[config.mk]
export PLATFORM = sky130hd
export DESIGN_NAME = pm_arbiter
export DESIGN_NICKNAME = d
export VERILOG_FILES = /design/src/rtl/pm_arbiter.sv
export SDC_FILE = /design/constraint.sdc
export NUM_CORES = 1
export LEC_CHECK = 0
export CORE_ASPECT_RATIO = 1.4
export CORE_UTILIZATION = 41
export CTS_BUF_LIST = sky130_fd_sc_hd__clkbuf_16
export CTS_CLUSTER_DIAMETER = 50
export DETAILED_ROUTE_END_ITERATION = 8
export GPL_TIMING_DRIVEN = 0
export PLACE_DENSITY = 0.88
export SLEW_MARGIN = 20
export SYNTH_ARGS = -nofsm -noshare
export SYNTH_HDL_FRONTEND = slang
export SYNTH_SLANG_ARGS = --single-unit
[constraint.sdc]
create_clock -name clk -period 3.96 [get_ports clk]
set_input_delay 0.792 -clock clk [delete_from_list [all_inputs] [get_ports clk]]
set_output_delay 0.792 -clock clk [all_outputs]
set_load 0.01 [all_outputs]
[src/rtl/pm_arbiter.sv]
// Program-memory read-port arbiter: fetch has priority, data bursts win after MAX_WAIT refusals.
// Returned words are tagged to their owner one cycle after issue.
module pm_arbiter #(
    parameter int unsigned AW       = 16,
    parameter int unsigned DW       = 32,
    parameter int unsigned MAX_WAIT = 4
) (
    input  logic          clk,
    input  logic          reset,
    input  logic          f_req,
    input  logic [AW-1:0] f_addr,
    output logic          f_gnt,
    output logic          f_valid,
    output logic          stall_fetch,
    input  logic          d_req,
    input  logic [AW-1:0] d_addr,
    input  logic [3:0]    d_len,
    output logic          d_gnt,
    output logic          d_valid,
    output logic          d_last,
    output logic [AW-1:0] pm_addr,
    input  logic [DW-1:0] pm_dout,
    output logic [DW-1:0] rdata
);

    typedef enum logic {StIdle, StBurst} state_t;

    state_t        r_state, w_state_d;
    logic [3:0]    r_wait_cnt, w_wait_d;
    logic [AW-1:0] r_baddr, w_baddr_d;
    logic [3:0]    r_beats, w_beats_d;
    logic          r_f_valid, r_d_valid, r_d_last;

    logic          w_f_gnt, w_d_gnt, w_d_win, w_d_issue, w_last;
    logic [AW-1:0] w_pm_addr;

    always_comb begin
        w_state_d = r_state;
        w_wait_d  = r_wait_cnt;
        w_baddr_d = r_baddr;
        w_beats_d = r_beats;
        w_f_gnt   = 1'b0;
        w_d_gnt   = 1'b0;
        w_d_win   = 1'b0;
        w_d_issue = 1'b0;
        w_last    = 1'b0;
        w_pm_addr = '0;
        // Everything combinational is forced quiet while reset is held.
        if (reset) begin
            unique case (r_state)
                StIdle: begin
                    w_d_win = d_req && ((r_wait_cnt >= 4'(MAX_WAIT)) || !f_req);
                    if (w_d_win) begin
                        w_d_gnt   = 1'b1;
                        w_d_issue = 1'b1;
                        w_pm_addr = d_addr;
                        w_baddr_d = d_addr + AW'(1);
                        w_beats_d = d_len;
                        w_wait_d  = 4'd0;
                        w_last    = (d_len == 4'd0);
                        if (d_len != 4'd0) begin
                            w_state_d = StBurst;
                        end
                    end else begin
                        if (f_req) begin
                            w_f_gnt   = 1'b1;
                            w_pm_addr = f_addr;
                        end
                        if (d_req && (r_wait_cnt != 4'hF)) begin
                            w_wait_d = r_wait_cnt + 4'd1;
                        end
                    end
                end
                StBurst: begin
                    w_d_issue = 1'b1;
                    w_pm_addr = r_baddr;
                    w_baddr_d = r_baddr + AW'(1);
                    w_beats_d = r_beats - 4'd1;
                    if (r_beats == 4'd1) begin
                        w_last    = 1'b1;
                        w_state_d = StIdle;
                    end
                end
                default: w_state_d = StIdle;
            endcase
        end
    end

    always_ff @(posedge clk or negedge reset) begin
        if (!reset) begin
            r_state    <= StIdle;
            r_wait_cnt <= 4'd0;
            r_baddr    <= '0;
            r_beats    <= 4'd0;
            r_f_valid  <= 1'b0;
            r_d_valid  <= 1'b0;
            r_d_last   <= 1'b0;
        end else begin
            r_state    <= w_state_d;
            r_wait_cnt <= w_wait_d;
            r_baddr    <= w_baddr_d;
            r_beats    <= w_beats_d;
            r_f_valid  <= w_f_gnt;
            r_d_valid  <= w_d_issue;
            r_d_last   <= w_last;
        end
    end

    assign f_gnt       = w_f_gnt;
    assign d_gnt       = w_d_gnt;
    assign pm_addr     = w_pm_addr;
    assign stall_fetch = reset && f_req && !w_f_gnt;
    assign f_valid     = r_f_valid;
    assign d_valid     = r_d_valid;
    assign d_last      = r_d_last;
    assign rdata       = pm_dout;

endmodule

==> results of run 1 <==
==> worst min path at each step <==
stage,to,slack [ns],depth (start not counted)
after floorplan,r_wait_cnt[1],0.45,2
after global routing,f_valid,0.31,1
after global placement,r_wait_cnt[1],0.47,2
after detailed placement,r_wait_cnt[2],0.50,2
final,r_baddr[7],0.32,1
after CTS,f_valid,0.32,1
==> synth_stat cells, types with 3 or more instances <==
cell / n / share of area
a21oi_1: 15 / 0.030
a221oi_1: 5 / 0.017
a22o_1: 10 / 0.035
a22oi_1: 8 / 0.024
buf_1: 3 / 0.0045
buf_2: 3 / 0.0059
buf_4: 32 / 0.095
clkbuf_1: 10 / 0.015
dfrtp_1: 28 / 0.28
ha_1: 4 / 0.020
inv_1: 6 / 0.0089
mux2_2: 3 / 0.013
mux2i_1: 12 / 0.048
nand2_1: 41 / 0.061
nand3_1: 18 / 0.036
nand3b_1: 7 / 0.021
nand4_1: 4 / 0.0099
nor2_1: 17 / 0.025
nor3_1: 4 / 0.0079
o21ai_0: 23 / 0.046
o221a_2: 3 / 0.013
o22ai_1: 4 / 0.0099
o2bb2ai_1: 7 / 0.024
xor2_1: 9 / 0.031
==> registers in the layout (all words and copies together), names as in the netlist <==
register and flops:
r_wait_cnt 4, d_last 1, r_baddr 16, r_beats 4, r_state 1, f_valid 1, d_valid 1
==> layer usage <==
| metal | global-route usage | part of all wire |
|---|---|---|
| met1 | 0.2945 | 0.38 |
| met2 | 0.4779 | 0.53 |
| met3 | 0.03623 | 0.065 |
| met4 | 0.1250 | 0.019 |
| met5 | 0 | 0 |
==> logic make-up after synthesis <==
logic type	after synthesis	synth area share
DFF	28	0.2772
buffers and inverters	58	0.1381
muxes	15	0.06089
and+or+nand+nor	103	0.1980
xor gates and xnor gates	11	0.03812
AOI/OAI and AO/OA	96	0.2678
adders and majority gates	4	0.01980
==> power by group <==
part | total [mW] | switching [mW] | internal [mW]
registers | 0.571 | 0.160 | 0.410
logic | 1.21 | 0.628 | 0.582
clock network | 0.308 | 0.107 | 0.202
total | 2.09 | 0.894 | 1.19
==> timing repair <==
item / 4_1_cts / 5_1_grt
endpoints found under the setup margin: 19 / 14
setup buffers: 0 / 7
pin swaps: 0 / 1
gates resized for setup: 9 / 4
==> through the flow <==
stage	std cells	setup WS [ns]	hold WS [ns]	area, um^2	total power [mW]
finish	488	0.06593	0.3173	3754	2.088
global route	488	0.0002125	0.3139	3754	2.227
CTS	481	0.006495	0.3176	3690	2.069
detailed placement	479	-0.6949	0.4966	3561	1.744
global placement	478	-1.899	0.4717	3546	1.699
floorplan	315	1.035	0.4520	2527	1.302
==> layout make-up <==
type                       count  area (um^2)
inverter                       9        37.54
clock buffer                   3        75.07
tap                           70        87.58
buffer                        47        312.8
timing repair buffer         101        998.5
clock inverter                 1        30.03
sequential                    28        700.7
fill                         527         2151
multi-input combinational    229         1511
==> worst reg2reg max path, cell delays in order (launching register included) <==
cell and delay (ns):
dfrtp_1 0.38, buf_2 0.27, buf_2 0.30, clkbuf_1 0.39, clkbuf_2 0.36, mux2_2 0.22
ha_1 0.22, inv_1 0.09, a211oi_1 0.62, a311oi_1 0.22, a41o_1 0.27, nor3_1 0.16
==> impl_metrics.csv, run 1 <==
group,metric,value,unit
status,status,"complete, no violations",
timing,setup_viol,0,
pwr,power.leakage,1.575,nW
detailed_routing,antenna_violating_nets_post_route,0,
finish,synthToLayoutAreaGrowth,48.51,%
worst_setup_path,crit_cells,8,
die,die_x,68.36,um
timing,finalCritPeriodShare,0.9834,
finish,drive_gt1_frac,0.1627,
synthesis,synth-async-reset-ratio,1.000,
worst_setup_path,path_cells,"clkdlybuf4s50_1 -> inv_1 -> nor2_2 -> buf_2 -> nand2_1 -> o21ai_0 -> a22o_1 -> clkdlybuf4s50_1",
detailed_routing,drc_errors,0,
clock_tree,cts_buffers,3,
job,cap_violations,0,
timing,skew,0.004064,ns
worst_setup_path,crit_family,"buffers and inverters",
detailed_routing,drt_iter0_markers,211,
synthesis,ys.warnings.count,0,
worst_setup_path,crit_path_end,"pm_addr[15]",
detailed_routing,vias,2915,
global_routing,grt_pass1_vias,2763,
timing,maxSlewHeadroom,0.4453,
clock_tree,clkLatencyLatePin,0.27,ns
timing,drv_slew,0,
global_routing,grt_overflow,0,
pwr,vdd_drop_max,0.2575,mV
worst_setup_path,worst_r2r_endpoint,"r_baddr[14]",
finish,nNetsFinal,495,
clock_tree,cts_sinks,28,
finish,antenna_cells,0,
placement,io_buffers,93,
timing,hold_violations,0,
worst_setup_path,reg2reg_from,"r_state",
timing,fin_crit,3.894,ns
clock_tree,ctsRootBufferMaster,"clkbuf_16",
synthesis,synth_cell_types,54,
worst_setup_path,cp_common_cell,"clkdlybuf4s50_1",
synthesis,netlist_area,2527,um^2
worst_setup_path,critPathCaptureType,"primary output",
worst_setup_path,start_kind,"input pin",
finish,final_core_util,0.6357,
worst_setup_path,reg2reg_depth,11,
synthesis,syn_area_per_cell,8.024,um^2
worst_setup_path,criticalPathCategory,"in2out",
placement,dp.final_hpwl,6.221,mm
detailed_routing,first_pass_iters,5,
synthesis,yosysSeqAreaShare,0.2772,
worst_setup_path,r2r_slack,0.39,ns
synthesis,syn-num-nets,391,
clock_tree,clk_pin_slew,0.07,ns
die,io_pins,126,
timing,tightest_slew,0.8320,ns
clock_tree,htreeDepth,1,
global_routing,grt_pass1_wl,12.79,mm
timing,fmax,0.2568,GHz
pwr,powerDensity,556.3,nW/um^2
detailed_routing,wl_per_cell,17.28,um
synthesis,synth_ff_type,"dfrtp_1",
timing,finalSetupTns,0,ns
finish,mostFrequentLayoutCells,"clkdlybuf4s50_1 (92), nand2_1 (41), buf_4 (40), dfrtp_1 (28), o21ai_0 (23)",
worst_setup_path,cp-startpoint,"d_req",
clock_tree,cts_tree,"built",
clock_tree,ctsHoldBuffers,0,
worst_setup_path,crit_fanout,10,
clock_tree,cts.path.max_buffers,2,
global_routing,antenna_found_initial,0,
finish,final_common_cell,"clkdlybuf4s50_1",
detailed_routing,wirelength,8.434,mm
min_path,min_path_type,"in2async",
detailed_routing,routed_via_density,5.973,
die,die_h,94.90,um
timing,rsz0062_at_grt,"false",
worst_setup_path,cp_slowest_stage_delay,0.54,ns
worst_setup_path,critPathSlowestCell,"clkdlybuf4s50_1",
synthesis,synth_edf_count,0,
worst_setup_path,critPathBufInv,4,
global_routing,grt_use_total,0.2651,
worst_setup_path,cp.arrival,3.10,ns
die,die_area,6487,um^2
synthesis,synth_cells,315,
die,row_count,33,
global_routing,grt_max_degree,32,
placement,gp_congestion,0.9272,
die,start_util,0.4281,
worst_setup_path,cp.required,3.17,ns
die,core_area,5904,um^2
synthesis,ys_ff_latch,28,
No activity file was read; power rests on OpenSTA's default activity.
==> inputs of run 2 (changes only) <==
--- a/config.mk
+++ b/config.mk
@@ -12,6 +12,7 @@
 export DETAILED_ROUTE_END_ITERATION = 8
 export GPL_TIMING_DRIVEN = 0
 export PLACE_DENSITY = 0.88
+export RECOVER_POWER = 50
 export SLEW_MARGIN = 20
 export SYNTH_ARGS = -nofsm -noshare
 export SYNTH_HDL_FRONTEND = slang
==> impl_metrics.csv, run 2 (synthesis gave the netlist of run 1 again) <==
group,metric,value,unit
placement,dp.final_hpwl,6.221,mm
clock_tree,htreeDepth,1,
status,status,"complete, no violations",
detailed_routing,routed_via_density,5.951,
finish,drive_gt1_frac,0.1603,
finish,reg_top3,"r_baddr (16), r_beats (4), r_wait_cnt (4)",
die,core_area,5904,um^2
min_path,min_path_type,"in2async",
detailed_routing,wirelength,8.421,mm
clock_tree,cts_buffers,3,
worst_setup_path,critPathSlowestCell,"clkdlybuf4s50_1",
timing,setup_viol,0,
global_routing,grt_overflow,0,
worst_setup_path,critPathCaptureType,"primary output",
finish,final_common_cell,"clkdlybuf4s50_1",
finish,antenna_cells,0,
die,io_pins,126,
detailed_routing,drt_iter0_markers,194,
timing,fmax,0.2589,GHz
die,die_x,68.36,um
placement,io_buffers,93,
global_routing,grt_pass1_vias,2763,
detailed_routing,wl_met2,4.437,mm
placement,placed_area,3561,um^2
pwr,vdd_drop_max,0.2581,mV
detailed_routing,top_layer_used,"met4",
worst_setup_path,criticalPathCategory,"in2out",
timing,hold_violations,0,
timing,fin_crit,3.863,ns
detailed_routing,wl_per_cell,17.26,um
detailed_routing,drc_errors,0,
worst_setup_path,cp_slowest_stage_delay,0.54,ns
placement,gp_congestion,0.9272,
timing,tightest_slew,0.8162,ns
worst_setup_path,crit_fanout,10,
finish,mostFrequentLayoutCells,"clkdlybuf4s50_1 (89), nand2_1 (41), buf_4 (40), dfrtp_1 (28), o21ai_0 (23)",
die,start_util,0.4281,
timing,rsz0062_at_grt,"false",
detailed_routing,wl_met3,665,um
finish,max_flop_register,"r_baddr",
finish,synthToLayoutAreaGrowth,48.42,%
finish,largest_reg_flops,16,
timing,drv_slew,0,
die,die_area,6487,um^2
worst_setup_path,cp_common_cell,"clkdlybuf4s50_1",
finish,final_area,3751,um^2
finish,nFillCells,528,
global_routing,grt_use_total,0.2651,
global_routing,antenna_found_initial,0,
clock_tree,cts_tree,"built",
finish,final_core_util,0.6353,
pwr,powerDensity,556.2,nW/um^2
clock_tree,clkLatencyLatePin,0.27,ns
finish,nNetsFinal,495,
timing,maxSlewHeadroom,0.4559,
clock_tree,clk_pin_slew,0.07,ns
detailed_routing,antenna_violating_nets_post_route,0,
timing,finalCritPeriodShare,0.9754,
worst_setup_path,path_cells,"clkdlybuf4s50_1 -> inv_1 -> nor2_2 -> buf_2 -> nand2_1 -> o21ai_0 -> a22o_1 -> clkdlybuf4s50_1",
global_routing,grt_max_degree,32,
worst_setup_path,start_kind,"input pin",
worst_setup_path,critPathBufInv,4,
detailed_routing,vias,2904,
worst_setup_path,cp.arrival,3.07,ns
detailed_routing,first_pass_iters,6,
pwr,power.leakage,1.583,nW
detailed_routing,wl_met1,3.110,mm
global_routing,grt_pass1_wl,12.79,mm
job,cap_violations,0,
clock_tree,ctsRootBufferMaster,"clkbuf_16",
die,die_h,94.90,um
clock_tree,cts_sinks,28,
timing,skew,0.009015,ns
worst_setup_path,cp.required,3.17,ns
worst_setup_path,crit_family,"buffers and inverters",
die,row_count,33,
clock_tree,cts.path.max_buffers,2,
-- run 2: final cells by class --
| cell class | count | area, um^2 | share of cell area |
|---|---|---|---|
| plain buffers | 47 | 312.8 | 0.08339 |
| clock buffers | 3 | 75.07 | 0.02001 |
| clock inverters | 1 | 30.03 | 0.008005 |
| inverters | 9 | 37.54 | 0.01001 |
| multi-input cells | 229 | 1509 | 0.4023 |
| flip-flops and latches | 28 | 700.7 | 0.1868 |
| well taps | 70 | 87.58 | 0.02335 |
| repair buffers | 101 | 998.5 | 0.2662 |
-- run 2: power breakdown --
| part | internal [mW] | leakage [nW] | switching [mW] | total, mW |
|---|---|---|---|---|
| clock | 0.202 | 0.0511 | 0.109 | 0.311 |
| combinational | 0.579 | 1.18 | 0.626 | 1.21 |
| sequential | 0.410 | 0.355 | 0.160 | 0.570 |
| total | 1.19 | 1.58 | 0.895 | 2.09 |
-- run 2: timing repair --
action | in CTS | in global routing
setup buffers | 0 | 7
setup endpoints to repair | 19 | 14
pin swaps | 0 | 1
hold buffers | 0 | 0
resized for setup | 9 | 4
-- run 2: path summary, 6_finish.rpt --
kind,from,endpoint,slack (ns),depth (start not counted)
setup / recovery,d_req,pm_addr[15],0.1,8
hold / removal,reset,r_baddr[7],0.32,1
setup reg to reg,r_state,r_baddr[14],0.41,11
hold reg to reg,r_wait_cnt[1],r_wait_cnt[1],0.52,2
max in group asynchronous,reset,r_baddr[3],3.27,2
min in group clk,r_wait_cnt[1],r_wait_cnt[1],0.52,2
-- run 2: metal layers --
| layer | global-route usage | up-vias |
|---|---|---|
| met4 | 0.1250 | 0 |
| met1 | 0.2945 | 1383 |
| li1 | - | 1339 |
| met5 | 0 | - |
| met3 | 0.03623 | 24 |
| met2 | 0.4779 | 158 |
-- run 2: metrics by stage --
step / cells / hold slack (ns) / worst slack (ns) / total power [mW] / TNS (ns)
floorplan: 315 / 0.4520 / 1.035 / 1.302 / 0
global placement: 478 / 0.4717 / -1.899 / 1.699 / -32.41
detailed placement: 479 / 0.4966 / -0.6949 / 1.744 / -9.209
CTS: 481 / 0.3176 / 0.006495 / 2.069 / 0
global route: 488 / 0.3139 / 0.0002125 / 2.224 / 0
finish: 488 / 0.3176 / 0.09733 / 2.086 / 0
-- run 2: worst register-to-register path, stage by stage (launching register included) --
cell,delay [ns]
dfrtp_1,0.38
buf_2,0.28
buf_2,0.30
clkbuf_1,0.38
clkbuf_2,0.36
mux2_2,0.22
ha_1,0.21
inv_1,0.09
a211oi_1,0.62
a311oi_1,0.22
a41o_1,0.27
nor3_1,0.15
==> inputs of run 3 (changes only) <==
--- a/config.mk
+++ b/config.mk
@@ -11,7 +11,7 @@
 export CTS_CLUSTER_DIAMETER = 50
 export DETAILED_ROUTE_END_ITERATION = 8
 export GPL_TIMING_DRIVEN = 0
-export PLACE_DENSITY = 0.88
+export PLACE_DENSITY = 0.86
 export RECOVER_POWER = 50
 export SLEW_MARGIN = 20
 export SYNTH_ARGS = -nofsm -noshare
==> impl_metrics.csv, run 3 (synthesis gave the netlist of run 1 again) <==
group,metric,value,unit
pwr,powerDensity,556.4,nW/um^2
die,core_area,5904,um^2
clock_tree,cts.path.max_buffers,2,
clock_tree,ctsHoldBuffers,0,
detailed_routing,wirelength,8.255,mm
min_path,min_path_type,"in2async",
detailed_routing,antenna_violating_nets_post_route,0,
finish,drive_gt1_frac,0.1542,
die,io_pins,126,
worst_setup_path,criticalPathCategory,"reg2out",
worst_setup_path,cp.required,3.17,ns
global_routing,grt_max_degree,33,
finish,antenna_cells,0,
global_routing,grt_pass1_wl,12.61,mm
clock_tree,cts_buffers,3,
global_routing,grt_use_total,0.2606,
clock_tree,htreeDepth,1,
finish,final_core_util,0.6325,
worst_setup_path,crit_fanout,10,
worst_setup_path,cp_slowest_stage_delay,0.48,ns
die,die_area,6487,um^2
worst_setup_path,path_cells,"buf_2 -> buf_2 -> clkbuf_1 -> clkbuf_1 -> o21ai_0 -> a22o_1 -> clkdlybuf4s50_1",
timing,fmax,0.2598,GHz
finish,max_flop_register,"r_baddr",
global_routing,grt_pass1_vias,2806,
detailed_routing,routed_via_density,5.880,
finish,final_common_cell,"clkdlybuf4s50_1",
clock_tree,clk_pin_slew,0.08,ns
die,row_count,33,
worst_setup_path,crit_family,"buffers and inverters",
worst_setup_path,critPathSlowestCell,"clkdlybuf4s50_1",
placement,dp.final_hpwl,5.995,mm
timing,fin_crit,3.849,ns
finish,mostFrequentLayoutCells,"clkdlybuf4s50_1 (92), nand2_1 (41), buf_4 (37), dfrtp_1 (28), o21ai_0 (23)",
placement,post-place-ws,-0.6466,ns
die,die_x,68.36,um
finish,synthToLayoutAreaGrowth,47.77,%
clock_tree,clkLatencyLatePin,0.27,ns
clock_tree,cts_sinks,28,
detailed_routing,vias,2852,
worst_setup_path,start_kind,"flop",
timing,tightest_slew,0.8172,ns
pwr,power.leakage,1.557,nW
global_routing,antenna_found_initial,0,
timing,finalCritPeriodShare,0.9719,
timing,maxSlewHeadroom,0.4552,
finish,nNetsFinal,492,
worst_setup_path,cp.arrival,3.06,ns
placement,dp_cells,479,
placement,io_buffers,93,
clock_tree,ctsRootBufferMaster,"clkbuf_16",
timing,drv_slew,0,
global_routing,grt_overflow,0,
detailed_routing,drt_iter0_markers,155,
timing,setup_ws,0.1111,ns
timing,setup_viol,0,
status,status,"complete, no violations",
timing,skew,0.007435,ns
finish,finalNonFillerCells,485,
worst_setup_path,critPathBufInv,5,
clock_tree,cts_tree,"built",
worst_setup_path,critPathCaptureType,"primary output",
detailed_routing,first_pass_iters,6,
die,die_h,94.90,um
pwr,vdd_drop_max,0.3007,mV
finish,largest_reg_flops,16,
die,start_util,0.4281,
finish,reg_top3,"r_baddr (16), r_beats (4), r_wait_cnt (4)",
pwr,p_total,2.078,mW
detailed_routing,wl_per_cell,17.02,um
timing,hold_violations,0,
detailed_routing,drc_errors,0,
placement,gp_congestion,0.9120,
job,cap_violations,0,
==> run 3: changes by cell type in the layout (fill, tap and decap cells not counted), sizes merged <==
cell	previous run	this run
clkbuf	11	13
clkdlybuf4s50	89	92
dlygate4sd3	3	0
buf	48	43
==> run 3: metrics by stage <==
step                      hold slack [ns]  area, um^2  setup TNS (ns)
final                              0.3229        3735               0
after global routing               0.3303        3735       -0.007659
after CTS                          0.3038        3690               0
after detailed placement           0.4807        3561          -8.661
after global placement             0.4693        3546          -32.83
after floorplan                    0.4520        2527               0
==> run 3: what timing repair did <==
action	4_1_cts	5_1_grt
setup buffers	0	4
setup endpoints to repair	19	17
pin swaps	0	1
gates resized for setup	9	4
==> run 3: where the power goes <==
part	internal [mW]	switching (mW)
logic	0.578	0.619
clock network	0.202	0.110
registers	0.410	0.158
total	1.19	0.887
==> run 3: final cells by class <==
cell class | instances | area [um^2]
plain buffers | 47 | 312.8
flip-flops and latches | 28 | 700.7
inverters | 9 | 37.54
repair buffers | 98 | 974.7
well taps | 70 | 87.58
multi-input cells | 229 | 1516
clock inverters | 1 | 30.03
clock buffers | 3 | 75.07
fillers | 547 | 2170
==> run 3: worst paths after layout <==
path / cells after the start / to / from / slack, ns
max in group asynchronous: 2 / r_baddr[12] / reset / 3.22
worst max register to register: 11 / r_baddr[14] / r_state / 0.42
min in group clk: 2 / r_wait_cnt[1] / r_wait_cnt[1] / 0.50
worst min-delay path: 1 / f_valid / reset / 0.32
worst min register to register: 2 / r_wait_cnt[1] / r_wait_cnt[1] / 0.50
worst max-delay path: 7 / pm_addr[14] / r_state / 0.11
==> run 3: layer usage <==
metal  vias to the layer above  part of all wire  track usage
met5                         -                 0            0
met4                         0             0.028       0.1580
met3                        29             0.074      0.03986
met2                       147              0.52       0.4665
met1                      1343              0.38       0.2747
li1                       1333                 -            -
